$ cat src/rtl/data_mem_ctrl.sv
// Load/store controller between the MEM stage and a byte-addressed, one-cycle-latency data RAM.
// Checks alignment, maps byte lanes big-endian, and returns extended load data or an error.
module data_mem_ctrl #(
  parameter int ADDR_WIDTH = 30,
  parameter int DATA_WIDTH = 32
) (
  input  logic                  clk,
  input  logic                  rst_n,
  input  logic                  req_valid,
  output logic                  req_ready,
  input  logic                  req_we,
  input  logic [1:0]            req_size,
  input  logic                  req_signed,
  input  logic [ADDR_WIDTH-1:0] req_addr,
  input  logic [DATA_WIDTH-1:0] req_wdata,
  output logic                  rsp_valid,
  input  logic                  rsp_ready,
  output logic [DATA_WIDTH-1:0] rsp_rdata,
  output logic                  rsp_err,
  output logic                  ram_cs,
  output logic [DATA_WIDTH/8-1:0] ram_we,
  output logic [ADDR_WIDTH-1:0] ram_addr,
  output logic [DATA_WIDTH-1:0] ram_wdata,
  input  logic [DATA_WIDTH-1:0] ram_rdata
);
  localparam int NUM_LANES = DATA_WIDTH / 8;

  typedef enum logic [1:0] {IDLE, ACCESS, CAPTURE, RESP} state_t;

  typedef struct packed {
    logic                  we;
    logic [1:0]            size;
    logic                  sgn;
    logic [ADDR_WIDTH-1:0] addr;
    logic [DATA_WIDTH-1:0] wdata;
  } req_t;

  state_t                          state, state_nxt;
  req_t                            req_q;
  logic                            req_err;
  logic [NUM_LANES-1:0][7:0]       wdata_swap;
  logic [DATA_WIDTH-1:0]           st_word;
  logic [NUM_LANES-1:0]            st_be;
  logic [4:0]                      st_shift;
  logic [DATA_WIDTH-1:0]           ld_data;

  assign req_err = (req_size == 2'b11) ||
                   (req_size == 2'b01 && req_addr[0]) ||
                   (req_size == 2'b10 && req_addr[1:0] != 2'b00);

  // Full byte reverse, then shift down so the MSB-first bytes of a short store land from lane 0 up.
  for (genvar i = 0; i < NUM_LANES; i++) begin : g_lane
    assign wdata_swap[i] = req_q.wdata[8*(NUM_LANES-1-i) +: 8];
  end

  always_comb begin
    st_be    = '1;
    st_shift = 5'd0;
    unique case (req_q.size)
      2'b00:   begin st_be = 4'b0001; st_shift = 5'd24; end
      2'b01:   begin st_be = 4'b0011; st_shift = 5'd16; end
      default: begin st_be = 4'b1111; st_shift = 5'd0;  end
    endcase
  end

  assign st_word = wdata_swap >> st_shift;

  // The RAM presents mem[addr] on the top byte, so short loads come from the high end.
  always_comb begin
    unique case (req_q.size)
      2'b00:   ld_data = {{24{req_q.sgn & ram_rdata[31]}}, ram_rdata[31:24]};
      2'b01:   ld_data = {{16{req_q.sgn & ram_rdata[31]}}, ram_rdata[31:16]};
      default: ld_data = ram_rdata;
    endcase
  end

  always_ff @(posedge clk or negedge rst_n) begin
    if (!rst_n) state <= IDLE;
    else        state <= state_nxt;
  end

  always_comb begin
    state_nxt = state;
    unique case (state)
      IDLE:    if (req_valid) state_nxt = req_err ? RESP : ACCESS;
      ACCESS:  state_nxt = req_q.we ? RESP : CAPTURE;
      CAPTURE: state_nxt = RESP;
      RESP:    if (rsp_ready) state_nxt = IDLE;
      default: state_nxt = IDLE;
    endcase
  end

  always_comb begin
    req_ready = 1'b0;
    rsp_valid = 1'b0;
    ram_cs    = 1'b0;
    ram_we    = '0;
    ram_addr  = '0;
    ram_wdata = '0;
    unique case (state)
      IDLE:   req_ready = 1'b1;
      ACCESS: begin
        ram_cs   = 1'b1;
        ram_addr = req_q.addr;
        if (req_q.we) begin
          ram_we    = st_be;
          ram_wdata = st_word;
        end
      end
      RESP:   rsp_valid = 1'b1;
      default: ;
    endcase
  end

  always_ff @(posedge clk or negedge rst_n) begin
    if (!rst_n) begin
      req_q     <= '0;
      rsp_rdata <= '0;
      rsp_err   <= 1'b0;
    end else if (state == IDLE && req_valid) begin
      req_q     <= '{we: req_we, size: req_size, sgn: req_signed, addr: req_addr, wdata: req_wdata};
      rsp_rdata <= '0;
      rsp_err   <= req_err;
    end else if (state == CAPTURE) begin
      rsp_rdata <= ld_data;
    end
  end
endmodule

$ cat config.mk
export PLATFORM = sky130hd
export DESIGN_NAME = data_mem_ctrl
export DESIGN_NICKNAME = d
export VERILOG_FILES = /design/src/rtl/data_mem_ctrl.sv
export SDC_FILE = /design/constraint.sdc
export NUM_CORES = 1
export LEC_CHECK = 0
export ABC_CLOCK_PERIOD_IN_PS = 1800
export CAP_MARGIN = 20
export CORE_UTILIZATION = 39
export CTS_CLUSTER_DIAMETER = 30
export DETAILED_ROUTE_END_ITERATION = 12
export PLACE_DENSITY = 0.76
export REMOVE_ABC_BUFFERS = 1
export SLEW_MARGIN = 20
export SYNTH_ARGS = -nofsm -noshare
export SYNTH_HDL_FRONTEND = slang
export SYNTH_SLANG_ARGS = --single-unit
$ cat constraint.sdc
create_clock -name clk -period 1.8 [get_ports clk]
set_input_delay 0.45 -clock clk [delete_from_list [all_inputs] [get_ports clk]]
set_output_delay 0.45 -clock clk [all_outputs]
set_load 0.005 [all_outputs]
### Yosys cells after proc, flatten, opt, wreduce, memory -nomap -nowiden

Index checks and enable logic that the tools add are counted.

| storage, ports and cells | value |
|---|---|
| latch bits | 0 |
| register bits | 101 |
| memories kept | 0 |
| word-level logic and storage cells | 47 |
| bits in read-only memories | 0 |
| bits of input ports | 102 |
| memory bits (writable) | 0 |

| cells by class | value |
|---|---|
| multiply operators | 0 |
| divide/modulo/power cells | 0 |
| $add $sub $neg | 0 |
| bitwise gates (word level) | 1 |
| shift operators | 1 |
| reductions and logical operators | 10 |
| eq/ne operators | 9 |
| magnitude comparators | 0 |
| mux-type cells | 18 |

Operators by type and width:

| kind | count |
|---|---|
| $mux W32 | 4 |
| $pmux W32 S2 | 1 |
| $shr A32 B5 Y32 | 1 |
| $mux W30 | 1 |
| $pmux W5 S2 | 1 |
| $eq A2 B2 Y1 const B | 4 |
| $mux W4 | 2 |
| $pmux W2 S4 | 1 |
| $pmux W4 S2 | 1 |
| $eq A2 B1 Y1 const B | 3 |
| $mux W2 | 3 |
| $logic_not A2 Y1 | 2 |
| $mux W1 | 4 |
| $ne A2 B2 Y1 const B | 2 |
| $reduce_bool A2 Y1 | 2 |
| $logic_and A1 B1 Y1 | 3 |
| $logic_or A1 B1 Y1 | 2 |
| $reduce_and A2 Y1 | 1 |
| $and A1 B1 Y1 | 1 |

### Longest topological paths before layout

Gate-level depths: netlist of run 1.

| depth | value |
|---|---|
| depth after elaboration | 7 |
| gate-level depth with buffers | 7 |
| mapped depth without buffers | 5 |

### Least setup slack after synthesis of run 1

No wires, ideal clock.

| path | value |
|---|---|
| path kind | register to output |
| start point | reg state[1] |
| end point | out ram_wdata[13] |
| setup slack | -33 ps |
| arrival time | 1,383 ps |
| stages on the path, launching flop included | 7 |
| cells stage by stage | dfrtp_1 inv_1 ha_1 and3_1 buf_2 buf_2 a22o_1 |

| on the way | value |
|---|---|
| longest elaborated chain between the ends | 2 |

Ends and longest elaborated chain:

| item | RTL line | RTL |
|---|---|---|
| start, declared | 38 | `state_t state, state_nxt;` |
| start signal, assigned | 79 | `else state <= state_nxt;` |
| $eq A2 B1 Y1 | 100 | `unique case (state)` |
| $mux W32 | 100 |  |
| end, declared | 23 | `output logic [DATA_WIDTH-1:0] ram_wdata,` |

No other way between the ends.

### Worst setup path in the final report of run 1

| path | value |
|---|---|
| start point | reg state[1] |
| end point | out ram_wdata[14] |

The elaborated chain is that of the path after synthesis.

==> flow_metrics.py, run 1 <==
metrics = {
    "global_routing": {
        "grt_pass1_wl_microns": 25100,
        "grt_pass1_vias": 4986,
        "antenna_found_initial": 1,
        "grt_max_degree": 37,
        "grt-ovfl-total": 0,
        "grt_usage_pct": 24.8,
    },
    "clock_tree": {
        "clk_pin_slew_worst_paths_ps": 70,
        "cts_root_buffer": "clkbuf_16",
        "cts_max_level": 3,
        "hold_buffers": 0,
        "cts_max_path_buffers": 2,
        "cts_tree": "done",
        "clock-sinks": 101,
        "cts_buffers": 9,
        "worstSkewPairLatency_ps": 350,
    },
    "yosys": {
        "postSynthCellCount": 556,
        "netlist_area_sq_um": 4990,
        "ys_warn_count": 0,
        "yosysTopAreaCellShare_pct": 50.7,
        "synth_top_cell_by_area": "dfrtp_1",
        "ys_ff_latch": 101,
        "synthTopCellsByArea": "dfrtp_1 51%, nand2_1 16%, and2_1 5.8%",
        "synth.distinct_cells": 35,
        "synth.avg_cell_area_sq_um": 8.97,
        "ys_seq_area_share_pct": 50.7,
    },
    "status": {
        "violations": "setup timing",
        "status": "complete, but fails checks",
    },
    "floorplan": {
        "dieArea_sq_um": 13300,
        "pin_count": 204,
        "die_y_microns": 115,
        "core_sq_um": 12300,
        "start_util_pct": 40.7,
        "fp.dieW_microns": 115,
        "std_cell_rows": 40,
    },
    "sta": {
        "fmax_ghz": 0.438,
        "max_slew.worst_pin.slew_ps": 364,
        "grt_setup_unrepaired": "true",
        "hold_viol_final": 0,
        "finalClockSkew_ps": 10.9,
        "slew_headroom_pct": 75.7,
        "setup_slack_ps": -481,
        "setup_violations": 67,
        "period_share_pct": 127,
        "period_minus_slack_ps": 2280,
        "maxSlewViolCount": 0,
    },
    "placement": {
        "placement.cell_area_sq_um": 7400,
        "hpwl_microns": 10800,
        "io_buffers": 203,
        "place.gp.congestion": 0.834,
    },
    "power_and_ir_drop": {
        "p_leak_nw": 4.03,
        "power_density_nw_per_um2": 1520,
        "peakVddDrop_mv": 0.695,
        "p_total_mw": 12.9,
    },
    "final_layout": {
        "register_area_sq_um": 2530,
        "drive_above_1_share_pct": 28.9,
        "area_delta_synth_final_pct": 69.5,
        "final_nets": 914,
        "multi_input_area_sq_um": 2520,
        "fillerInstances": 930,
        "diodes": 0,
        "finalInstanceArea_sq_um": 8460,
    },
    "routing": {
        "wl_per_cell_microns": 17.0,
        "vias": 4936,
        "viasPerCell": 5.03,
        "antenna_left": 0,
        "drt_wl_total_microns": 16700,
        "drc": 0,
        "dr.pass1.iters": 5,
        "drtIter0Drc": 222,
    },
    "worst_setup_path": {
        "rrSetupSlack_ps": 90,
        "path_delay_family": "buffers and inverters",
        "critical_path_depth": 9,
        "path_buf_inv": 5,
        "path_max_fanout": 4,
        "slowest_stage": "dfrtp_1",
        "critPathCaptureType": "primary output",
        "slowest_delay_ps": 390,
        "endpoint": "ram_wdata[14]",
        "cp-start-kind": "flip-flop",
        "required_ps": 1350,
        "ff2ff_path_depth": 10,
        "critPathMostFrequentCell": "buf_6",
        "path_cells": "inv_2, ha_4, nand2_4, nor3b_4, buf_6, buf_6, buf_6, a22o_1, buf_2",
        "crit_type": "flip-flop to primary output",
        "arrival_ps": 1830,
        "crit_start": "state[1]$_DFFE_PN0P_",
        "r2r-start": "state[1]$_DFFE_PN0P_",
        "r2r_end": "req_q[52]$_DFFE_PN0P_",
    },
    "job": {
        "max_cap_violations": 0,
    },
    "worst_hold_path": {
        "holdCritPathClass": "primary input to async pin",
    },
}
==> cell usage in the layout (no fill, tap or decap), types with 15 or more instances in the layout <==
cell and instances:
nor2b_1 25, o211ai_1 15, and2_4 41, buf_2 20, clkdlybuf4s50_1 133, dfrtp_1 99
a21oi_1 19, buf_6 61, nand2_1 208, o2bb2ai_1 16, buf_4 33
==> timing repair <==
item | 4_1_cts | 5_1_grt
resized for setup | 311 | 116
hold endpoints to repair | 0 | 0
cloned | 5 | 4
pin swaps | 29 | 13
endpoints found under the setup margin | 85 | 112
setup buffers | 26 | 9
==> report_power, final <==
group          internal [mW]  total, mW  switching [mW]  leakage [nW]
registers               3.30       3.96           0.663          1.27
logic                   3.90       7.02            3.12          2.62
clock network          0.956       1.89           0.936         0.136
total                   8.15       12.9            4.72          4.03
==> cells by family (layout without fill, tap and decap cells) <==
group                      Yosys count  after routing  share of synthesized area, %
and+or+nand+nor                    320            321                          29.6
muxes                               16             16                          3.41
adders and majority gates            4              4                          1.00
buffers and inverters               42            298                          4.76
AOI/OAI and AO/OA                   73             73                          10.5
DFF                                101            101                          50.7
==> per-layer routing <==
layer  track usage (%)  routed length, microns
met1              30.4                    6960
met5                 0                       0
met2              41.3                    8010
met3              5.75                    1160
met4              12.2                     531
==> cells in the mapped netlist (all sizes together) <==
library cell,instances
dfrtp,101
clkbuf,9
nor2b,25
and3,1
o2bb2ai,16
a31oi,8
mux2i,8
o21ba,1
o21ai,2
o211ai,15
nor3b,2
a21o,1
o21a,2
a22o,8
and2,47
nand3,2
nand3b,7
ha,4
a21oi,19
nor2,11
and4b,1
nand2,210
buf,30
nand2b,11
mux2,8
nor3,3
inv,3
o31ai,1
==> state kept, by name (all words and copies together) (netlist names) <==
register	flops
state	2
req_q	66
rsp_rdata	32
rsp_err	1
==> worst reg2reg max path: cells and delay by family (launching register included) <==
kind,cells,cell delay (ps)
flip-flops,1,360
buffers and inverters,6,810
AND/OR/NAND/NOR,3,270
adder cells (fa/ha/maj),1,160
==> through the flow <==
stage	hold WS (ps)	instances	setup TNS (ps)	setup WS, ps	util [%]
after floorplan	154	517	-65640	-964	-
after global placement	380	930	-17780	-403	60.3
after detailed placement	389	930	-19360	-449	60.3
after CTS	13.1	974	-18630	-477	66.7
after global routing	23.7	981	-21780	-564	69.0
final	8.25	981	-17960	-481	69.0
==> worst min-delay path by stage <==
stage                                      to  cells after the start  slack [ps]  startpoint
floorplan                req_q[0]$_DFFE_PN0P_                      0         150       rst_n
global placement        req_q[19]$_DFFE_PN0P_                      1         380       rst_n
detailed placement      req_q[19]$_DFFE_PN0P_                      1         390       rst_n
CTS                 rsp_rdata[23]$_DFFE_PN0P_                      1          10       rst_n
global route        rsp_rdata[23]$_DFFE_PN0P_                      1          20       rst_n
finish                  req_q[19]$_DFFE_PN0P_                      1           8       rst_n
==> cell type report <==
cell class              instances  area share [%]
well taps                     168            2.48
inverters                       3           0.163
flip-flops and latches        101            29.9
clock buffers                   9            2.66
multi-input cells             414            29.8
clock inverters                 7           0.710
repair buffers                279            34.3
(Power assumes the default switching activity.)
==> inputs of run 2 (changes only) <==
--- a/config.mk
+++ b/config.mk
@@ -5,7 +5,6 @@
 export SDC_FILE = /design/constraint.sdc
 export NUM_CORES = 1
 export LEC_CHECK = 0
-export ABC_CLOCK_PERIOD_IN_PS = 1800
 export CAP_MARGIN = 20
 export CORE_UTILIZATION = 39
 export CTS_CLUSTER_DIAMETER = 30
==> results of run 2 <==
Final layout, timing and power as in run 1 (identical DEF).
==> inputs of run 3 (changes only) <==
--- a/config.mk
+++ b/config.mk
@@ -6,10 +6,12 @@
 export NUM_CORES = 1
 export LEC_CHECK = 0
 export CAP_MARGIN = 20
-export CORE_UTILIZATION = 39
+export CELL_PAD_IN_SITES_DETAIL_PLACEMENT = 1
+export CELL_PAD_IN_SITES_GLOBAL_PLACEMENT = 2
+export CORE_UTILIZATION = 22
 export CTS_CLUSTER_DIAMETER = 30
 export DETAILED_ROUTE_END_ITERATION = 12
-export PLACE_DENSITY = 0.76
+export PLACE_DENSITY = 0.75
 export REMOVE_ABC_BUFFERS = 1
 export SLEW_MARGIN = 20
 export SYNTH_ARGS = -nofsm -noshare
==> run 3 against run 2 <==
  * The run ends with DRC, setup timing left
  * Fmax shrank 1.4%
  * Hold slack improved by 71 ps
  * Global-route usage is 8.5 points lower
  * Power down 6.1%
  * Via count down 3.5%
  * Critical path depth is the same
  * Clock power is 5% higher
  * Die area grew 76%
  * Core utilization fell by 32 points
  * Register-to-register slack hardly changed
  * Combinational power shrank 12%
  * Sequential share of layout area increased by 0.79 points
  * Critical endpoint is now ram_wdata[10]
  * Largest cell class unchanged
==> flow_metrics.py, run 3 (same netlist as run 1, synthesis figures left out) <==
metrics = {
    "status": {
        "status": "complete, but fails checks",
        "violations": "DRC, setup timing",
    },
    "worst_setup_path": {
        "rrSetupSlack_ps": 100,
        "r2r-start": "state[0]$_DFFE_PN0P_",
        "r2r_end": "rsp_rdata[23]$_DFFE_PN0P_",
        "slowest_delay_ps": 390,
        "path_max_fanout": 3,
        "crit_type": "flip-flop to primary output",
        "arrival_ps": 1860,
        "cp-start-kind": "flip-flop",
        "required_ps": 1350,
        "critPathCaptureType": "primary output",
        "slowest_stage": "dfrtp_1",
        "path_cells": "inv_2, ha_4, nand2_4, nor3b_4, buf_6, buf_6, buf_6, a22o_1, buf_2",
        "critPathMostFrequentCell": "buf_6",
        "ff2ff_path_depth": 7,
    },
    "power_and_ir_drop": {
        "internal_power_mw": 7.64,
        "power_density_nw_per_um2": 1470,
        "p_comb_share_pct": 51.2,
        "p_leak_nw": 3.88,
        "peakVddDrop_mv": 0.469,
        "seq_power_share_pct": 32.4,
        "power_frac_clock_pct": 16.5,
        "p_total_mw": 12.1,
        "p_sw_share_pct": 36.8,
        "p_sw_mw": 4.45,
    },
    "job": {
        "max_cap_violations": 0,
    },
    "sta": {
        "tns_ps": -21570,
        "max_slew.worst_pin.slew_ps": 462,
        "maxSlewViolCount": 0,
        "setup_slack_ps": -513,
        "hold-worst-slack_ps": 79.7,
        "slew_headroom_pct": 69.1,
        "fmax_ghz": 0.432,
        "setup_violations": 66,
        "finalClockSkew_ps": 9.33,
        "grt_setup_unrepaired": "true",
        "period_minus_slack_ps": 2310,
        "period_share_pct": 129,
        "hold_viol_final": 0,
    },
    "routing": {
        "drt_wl_total_microns": 18600,
        "dr.pass1.iters": 9,
        "antenna_left": 0,
        "drc": 12,
        "drtIter0Drc": 205,
        "wl_per_cell_microns": 17.2,
        "vias": 4764,
        "viasPerCell": 4.41,
    },
    "final_layout": {
        "final_nets": 903,
        "largest_reg_flops": 66,
        "layout_commonest_cell": "nand2_1",
        "fillerInstances": 2538,
        "diodes": 0,
        "area_delta_synth_final_pct": 65.2,
        "regMostFlops": "req_q",
        "drive_above_1_share_pct": 22.3,
        "most-common-layout-cells": "208 x nand2_1, 148 x clkdlybuf4s50_1, 99 x dfrtp_1, 38 x buf_4, 38 x buf_6",
        "top_regs": "req_q (66), rsp_rdata (32), state (2)",
    },
    "worst_hold_path": {
        "holdCritPathClass": "primary input to async pin",
    },
    "global_routing": {
        "grt_max_degree": 62,
        "grt_pass1_vias": 5412,
        "grt_usage_pct": 16.3,
        "antenna_found_initial": 0,
        "grt_pass1_wl_microns": 29900,
        "grt-ovfl-total": 0,
    },
    "placement": {
        "place.gp.congestion": 0.755,
        "hpwl_microns": 12700,
        "io_buffers": 203,
    },
    "clock_tree": {
        "clk_pin_slew_worst_paths_ps": 70,
        "cts_max_path_buffers": 2,
        "clock-sinks": 101,
        "cts_tree": "done",
        "hold_buffers": 0,
        "cts_root_buffer": "clkbuf_16",
        "worstSkewPairLatency_ps": 340,
        "cts_max_level": 3,
        "cts_buffers": 9,
    },
    "floorplan": {
        "core_sq_um": 22000,
        "fp.dieW_microns": 153,
        "dieArea_sq_um": 23300,
        "std_cell_rows": 54,
        "die_y_microns": 153,
        "pin_count": 204,
        "start_util_pct": 22.7,
    },
}
[run 3: stage by stage]
step / std cells / utilization [%] / setup slack (ps) / area [sq um]
detailed placement: 1044 / 34.2 / -465 / 7540
CTS: 1080 / 37.2 / -536 / 8200
global route: 1081 / 37.4 / -611 / 8240
global placement: 1044 / 34.2 / -418 / 7540
floorplan: 517 / - / -964 / 4760
finish: 1081 / 37.4 / -513 / 8240
[run 3: timing repair]
item | CTS | global route
setup buffers | 19 | 5
setup endpoints to repair | 85 | 94
cloned | 3 | 1
resized for setup | 253 | 33
pin swaps | 27 | 10
[run 3: worst max-delay path by stage]
stage                         startpoint                        end  slack, ps  cells past startpoint
floorplan           state[0]$_DFFE_PN0P_  rsp_rdata[16]$_DFFE_PN0P_       -960                      5
global placement    state[1]$_DFFE_PN0P_              ram_wdata[15]       -420                      7
detailed placement  state[1]$_DFFE_PN0P_              ram_wdata[10]       -460                      7
CTS                 state[1]$_DFFE_PN0P_                ram_addr[9]       -540                      5
global route        state[1]$_DFFE_PN0P_              ram_wdata[11]       -610                      9
finish              state[1]$_DFFE_PN0P_              ram_wdata[10]       -510                      9
[run 3: final cells by class]
cell class / count / area [sq um] / share of cell area (%)
Timing Repair Buffer: 268 / 2650 / 32.2
Sequential cell: 101 / 2530 / 30.7
Multi-Input combinational cell: 414 / 2400 / 29.1
Tap cell: 280 / 350 / 4.25
Clock buffer: 10 / 239 / 2.90
Clock inverter: 5 / 58.8 / 0.713
Inverter: 3 / 16.3 / 0.197
[run 3: metal layers]
layer | share of wire, % | track usage, %
met4 | 1.6 | 4.71
met1 | 43 | 19.1
met5 | 0 | 0
met3 | 5.5 | 4.44
met2 | 50 | 28.8
[run 3: power by group through the flow]
stage	Sequential [mW]	Clock (mW)	Combinational, mW
floorplan	3.95	0	2.44
global placement	3.88	0	5.49
detailed placement	3.91	0	5.69
CTS	3.91	2.08	6.18
global route	4.05	2.16	6.82
finish	3.91	1.99	6.19
[run 3: critical path: cells and delay by family (launching register included)]
kind / cells / cell delay (ps)
flip-flops: 1 / 390
AO/OA/AOI/OAI: 1 / 110
buffers and inverters: 5 / 520
adder cells (fa/ha/maj): 1 / 170
AND/OR/NAND/NOR: 2 / 330
